--- src/rtl/mem_access_unit_if.sv ---
// Memory bus between the access unit (master) and the memory (slave).
// Requests are word aligned; bus_ack is a single-cycle completion pulse.
interface mem_access_unit_if;
  logic        bus_req;
  logic        bus_we;
  logic [31:0] bus_addr;
  logic [31:0] bus_wdata;
  logic [31:0] bus_rdata;
  logic        bus_ack;

  modport master (
    output bus_req, bus_we, bus_addr, bus_wdata,
    input  bus_rdata, bus_ack
  );

  modport slave (
    input  bus_req, bus_we, bus_addr, bus_wdata,
    output bus_rdata, bus_ack
  );
endinterface

--- src/rtl/mem_access_unit.sv ---
// Multicycle-CPU memory access unit: turns controller read/write requests into
// bus transactions, fills IR/MDR, stalls the controller and flags errors.
module mem_access_unit #(
  parameter int unsigned ACK_TIMEOUT = 16,
  parameter logic [31:0] ERR_DATA    = 32'hDEAD_BEEF
) (
  input  logic               clk,
  input  logic               rst,
  input  logic               mem_read_i,
  input  logic               mem_write_i,
  input  logic               ir_write_i,
  input  logic [31:0]        addr_i,
  input  logic [31:0]        wdata_i,
  output logic               stall_o,
  output logic [31:0]        ir_o,
  output logic [31:0]        mdr_o,
  output logic               misalign_err_o,
  output logic               timeout_err_o,
  mem_access_unit_if.master  bus
);

  typedef enum logic [1:0] {IDLE, BUSY, DONE} state_e;

  state_e      state_q;
  logic [4:0]  waitCnt_q;
  logic [4:0]  waitCnt_d;
  logic        irWrite_q;
  logic        busReq_q;
  logic        busWe_q;
  logic [31:0] busAddr_q;
  logic [31:0] busWdata_q;
  logic [31:0] ir_q;
  logic [31:0] mdr_q;
  logic        misalignErr_q;
  logic        timeoutErr_q;

  logic        request;
  logic        aligned;
  logic        timeoutHit;
  logic [31:0] readData;

  assign request    = mem_read_i | mem_write_i;
  assign aligned    = (addr_i[1:0] == 2'b00);
  assign waitCnt_d  = waitCnt_q + 5'd1;
  assign timeoutHit = (waitCnt_q == 5'(ACK_TIMEOUT - 1));
  // A transaction that ends without an ack completes with the error pattern.
  assign readData   = bus.bus_ack ? bus.bus_rdata : ERR_DATA;

  assign stall_o = ((state_q == IDLE) && request && aligned) || (state_q == BUSY);

  assign ir_o           = ir_q;
  assign mdr_o          = mdr_q;
  assign misalign_err_o = misalignErr_q;
  assign timeout_err_o  = timeoutErr_q;

  assign bus.bus_req   = busReq_q;
  assign bus.bus_we    = busWe_q;
  assign bus.bus_addr  = busAddr_q;
  assign bus.bus_wdata = busWdata_q;

  // The bus registers double as the latched transaction, so they are loaded
  // on entry to BUSY and cleared on exit to keep the bus quiet when idle.
  always_ff @(posedge clk or posedge rst) begin
    if (rst) begin
      state_q       <= IDLE;
      waitCnt_q     <= 5'd0;
      irWrite_q     <= 1'b0;
      busReq_q      <= 1'b0;
      busWe_q       <= 1'b0;
      busAddr_q     <= 32'd0;
      busWdata_q    <= 32'd0;
      ir_q          <= 32'd0;
      mdr_q         <= 32'd0;
      misalignErr_q <= 1'b0;
      timeoutErr_q  <= 1'b0;
    end else begin
      case (state_q)
        IDLE: begin
          if (request && !aligned) begin
            misalignErr_q <= 1'b1;
          end else if (request) begin
            state_q    <= BUSY;
            waitCnt_q  <= 5'd0;
            irWrite_q  <= ir_write_i;
            busReq_q   <= 1'b1;
            busWe_q    <= mem_write_i;
            busAddr_q  <= addr_i;
            busWdata_q <= wdata_i;
          end
        end

        BUSY: begin
          if (bus.bus_ack || timeoutHit) begin
            if (!bus.bus_ack) begin
              timeoutErr_q <= 1'b1;
            end
            if (!busWe_q) begin
              mdr_q <= readData;
              if (irWrite_q) begin
                ir_q <= readData;
              end
            end
            state_q    <= DONE;
            busReq_q   <= 1'b0;
            busWe_q    <= 1'b0;
            busAddr_q  <= 32'd0;
            busWdata_q <= 32'd0;
          end else begin
            waitCnt_q <= waitCnt_d;
          end
        end

        DONE: begin
          state_q <= IDLE;
        end

        default: begin
          state_q <= IDLE;
        end
      endcase
    end
  end

endmodule

--- src/flat_wrapper.sv ---
// flat-port wrapper written by rule: the top's interface ports become plain ports
module mem_access_unit_flat 
#(
  parameter int unsigned ACK_TIMEOUT = 16,
  parameter logic [31:0] ERR_DATA    = 32'hDEAD_BEEF
)
  (clk, rst, mem_read_i, mem_write_i, ir_write_i, addr_i, wdata_i, stall_o, ir_o, mdr_o, misalign_err_o, timeout_err_o, bus_bus_req, bus_bus_we, bus_bus_addr, bus_bus_wdata, bus_bus_rdata, bus_bus_ack);
  mem_access_unit_if bus_i ();
  input  logic clk;
  input  logic rst;
  input  logic mem_read_i;
  input  logic mem_write_i;
  input  logic ir_write_i;
  input  logic [31:0] addr_i;
  input  logic [31:0] wdata_i;
  output logic stall_o;
  output logic [31:0] ir_o;
  output logic [31:0] mdr_o;
  output logic misalign_err_o;
  output logic timeout_err_o;
  output wire logic [$bits(bus_i.bus_req)-1:0] bus_bus_req;
  output wire logic [$bits(bus_i.bus_we)-1:0] bus_bus_we;
  output wire logic [$bits(bus_i.bus_addr)-1:0] bus_bus_addr;
  output wire logic [$bits(bus_i.bus_wdata)-1:0] bus_bus_wdata;
  input wire logic [$bits(bus_i.bus_rdata)-1:0] bus_bus_rdata;
  input wire logic [$bits(bus_i.bus_ack)-1:0] bus_bus_ack;
  assign bus_bus_req = bus_i.bus_req;
  assign bus_bus_we = bus_i.bus_we;
  assign bus_bus_addr = bus_i.bus_addr;
  assign bus_bus_wdata = bus_i.bus_wdata;
  assign bus_i.bus_rdata = bus_bus_rdata;
  assign bus_i.bus_ack = bus_bus_ack;
  mem_access_unit #(.ACK_TIMEOUT(ACK_TIMEOUT), .ERR_DATA(ERR_DATA)) u_core (.clk(clk), .rst(rst), .mem_read_i(mem_read_i), .mem_write_i(mem_write_i), .ir_write_i(ir_write_i), .addr_i(addr_i), .wdata_i(wdata_i), .stall_o(stall_o), .ir_o(ir_o), .mdr_o(mdr_o), .misalign_err_o(misalign_err_o), .timeout_err_o(timeout_err_o), .bus(bus_i));
endmodule
--- config.mk ---
export PLATFORM = sky130hd
export DESIGN_NAME = mem_access_unit_flat
export DESIGN_NICKNAME = d
export VERILOG_FILES = /design/src/rtl/mem_access_unit_if.sv /design/src/rtl/mem_access_unit.sv /design/src/flat_wrapper.sv
export SDC_FILE = /design/constraint.sdc
export NUM_CORES = 1
export LEC_CHECK = 0
export ABC_AREA = 1
export CAP_MARGIN = 15
export CORE_MARGIN = 2
export CORE_UTILIZATION = 38
export CTS_CLUSTER_SIZE = 28
export DETAILED_ROUTE_END_ITERATION = 7
export PLACE_DENSITY = 0.72
export SKIP_CTS_REPAIR_TIMING = 1
export SYNTH_ARGS = -nofsm -noshare
export SYNTH_HDL_FRONTEND = slang
export SYNTH_SLANG_ARGS = --single-unit
--- constraint.sdc ---
create_clock -name clk -period 11 [get_ports clk]
set_input_delay 3.3 -clock clk [delete_from_list [all_inputs] [get_ports clk]]
set_output_delay 3.3 -clock clk [all_outputs]
set_load 0.02 [all_outputs]
==> impl_metrics.yaml <==
synthesis:
  async_flop_share_pct: 100
  synth_warnings: 0
  synth_top_family_by_area: "simple AND/OR/NAND/NOR gates"
  synth-adder-area-share_pct: 0.429
  ys.flop_type: "dfrtp_1"
  synth_seq_area_share_pct: 60.0
  synth-simple-area-share_pct: 31.1
  syn_nets: 732
  synth_compound_area_share_pct: 3.02
  syn_inst: 628
  synth_area_leader_cell: "dfrtp_1"
  synth.distinct_cells: 23
  ys_ff_latch: 140
  avgSynthCellArea_um2: 9.29
  synthesis.area_um2: 5840
  yosys-top-cells-count: "nand2_1 (253), dfrtp_1 (140), nand3_1 (61)"
  yosysMostFrequentCell: "nand2_1"
  synth_top_cell_area_share_pct: 60.0
  synth_edf_count: 0
  synth_area_leaders: "dfrtp_1 (60%), nand2_1 (16%), nand3_1 (5.2%), nand3b_1 (4.1%), o21ai_1 (2.7%)"
  synthMuxAreaShare_pct: 0
  synth-xor-area-share_pct: 0
placed_design:
  io_buffers: 234
  dp_cells: 1014
  routabilityCongestion: 0.742
  dp_slack_ns: 2.92
  dpl.hpwl_mm: 10.5
power_and_ir_drop:
  p_total_uw: 2110
  peakVddDrop_mv: 0.0998
  power_density_nw_per_um2: 242
  p_leak_uw: 0.00420
setup_path:
  path_buf_inv: 3
  arrival_ns: 4.73
  critPathLaunchType: "input port"
  cp-end-kind: "primary output"
  cpPeakStageDelay_ns: 0.63
  critical_path.max_fanout: 2
  path_cells: "clkdlybuf4s50_1 > inv_1 > nand2_1 > nand3_2 > nand2_1 > clkdlybuf4s50_1"
  setup.worst_path.class: "input port to primary output"
  critPathRequiredTime_ns: 7.70
  critPathSlowestCell: "clkdlybuf4s50_1"
  critPathTopFamily: "buffers and inverters"
timing:
  skew_ns: 0.00446
  period_needed_ns: 8.03
  fmax_mhz: 125
  setup_ws_ns: 2.97
  rsz0062_at_grt: "false"
  tightest_slew_ns: 1.07
  maxSlewHeadroom_pct: 28.6
  fin_tns_setup_ns: 0
  finalCritPeriodShare_pct: 73.0
  slew_violations: 0
  finalHoldViolCount: 0
  setup_viol: 0
  whs_ns: 0.467
clock_tree:
  cts_buffers: 17
  clkTransAtPathRegs_ns: 0.06
  htreeDepth: 4
  clk_latency_ns: 0.41
  cts.path.max_buffers: 2
  clock-sinks: 140
  cts_tree: "yes"
  cts-root-buf: "clkbuf_16"
hold_path:
  worstHoldPathType: "flip-flop to flip-flop"
grt:
  grt_antenna_before_repair: 0
  grt_max_degree: 74
  overflow: 0
  grt_usage_pct: 19.9
  grt_pass1_vias: 4894
  grt_first_pass_wirelength_mm: 25.4
layout:
  nNetsFinal: 949
  drive_gt1_share_pct: 6.06
  final_cells: 1046
  synthToLayoutAreaGrowth_pct: 49.8
  fillers: 1320
  diodes: 0
detailed_routing:
  drt_pass1_iterations: 4
  dr_total_vias: 5010
  drt_wl_total_mm: 15.9
  drt_iter0_markers: 276
  vias_per_cell: 4.79
  wire_per_inst_um: 15.2
  drc: 0
  ant_nets: 0
run_status:
  status: "complete, no violations"
die:
  io_pins: 235
  die-area_um2: 16400
  core_um2: 15100
  row_count: 45
  die_h_um: 128
  start_util_pct: 38.7
  die-width_um: 128
flow_run:
  drv_cap: 0
## cell families after synthesis
| group | Yosys count |
|---|---|
| fa+ha+maj | 2 |
| buf+inv | 55 |
| flops | 140 |
| simple gates | 397 |
| compound gates | 34 |
## layout make-up
type | count | area (µm²) | area share [%]
clock buffers | 24 | 462 | 5.28
repair buffers | 237 | 2360 | 27.0
multi-input cells | 433 | 2020 | 23.1
inverters | 16 | 65.1 | 0.744
flip-flops and latches | 140 | 3500 | 40.1
clock inverters | 8 | 92.6 | 1.06
well taps | 188 | 235 | 2.69
## flip-flops by register name, summed over array words and instances, names as in the netlist
| register | count |
|---|---|
| u_core.ir_o | 32 |
| u_core.bus.bus_wdata | 32 |
| u_core.bus.bus_addr | 32 |
| u_core.bus.bus_req | 1 |
| u_core.timeout_err_o | 1 |
| u_core.irWrite_q | 1 |
| u_core.misalign_err_o | 1 |
| u_core.mdr_o | 32 |
| u_core.waitCnt_q | 5 |
| u_core.bus.bus_we | 1 |
| u_core.state_q | 2 |
## power by group
group / total [µW] / switching [µW] / internal (µW)
combinational: 792 / 416 / 376
sequential: 774 / 95.1 / 679
clock: 546 / 208 / 338
## worst paths after layout
path	depth (start not counted)	slack (ns)	startpoint	to
min reg2reg	1	0.47	u_core.timeout_err_o	u_core.timeout_err_o
max	6	2.97	mem_write_i	stall_o
min in group asynchronous	2	3.35	rst	u_core.bus.bus_wdata[25]
max reg2reg	9	8.49	u_core.waitCnt_q[0]	u_core.mdr_o[23]
max in group asynchronous	3	6.33	rst	u_core.bus.bus_addr[17]
min	1	0.47	u_core.timeout_err_o	u_core.timeout_err_o
## per-stage QoR
| stage | instance area, µm² | util [%] |
|---|---|---|
| global route | 8750 | 58.0 |
| finish | 8750 | 58.0 |
| CTS | 8750 | 58.0 |
| floorplan | 5840 | - |
| global placement | 8190 | 54.3 |
| detailed placement | 8190 | 54.3 |
## layout by cell type (no fill, tap or decap), types with 2 or more instances in the layout
| cell type | count |
|---|---|
| buf_4 | 3 |
| bufinv_16 | 2 |
| clkbuf_1 | 6 |
| clkbuf_16 | 17 |
| clkdlybuf4s50_1 | 234 |
| clkinv_2 | 5 |
| dfrtp_1 | 140 |
| ha_1 | 2 |
| inv_1 | 12 |
| inv_2 | 3 |
| nand2_1 | 253 |
| nand2_4 | 2 |
| nand3_1 | 60 |
| nand3_2 | 11 |
| nand3b_1 | 32 |
| nor2_1 | 31 |
| nor2_8 | 2 |
| o21ai_1 | 32 |
| or2_0 | 2 |
## per-layer routing
metal / up-vias / wire length (µm) / global-route usage [%]
li1: 2437 / - / -
met1: 2344 / 6790 / 24.9
met2: 214 / 7270 / 31.3
met3: 15 / 1680 / 9.14
met4: 0 / 165 / 5.62
met5: - / 0 / 0
Power figures use the tool's default switching activity.
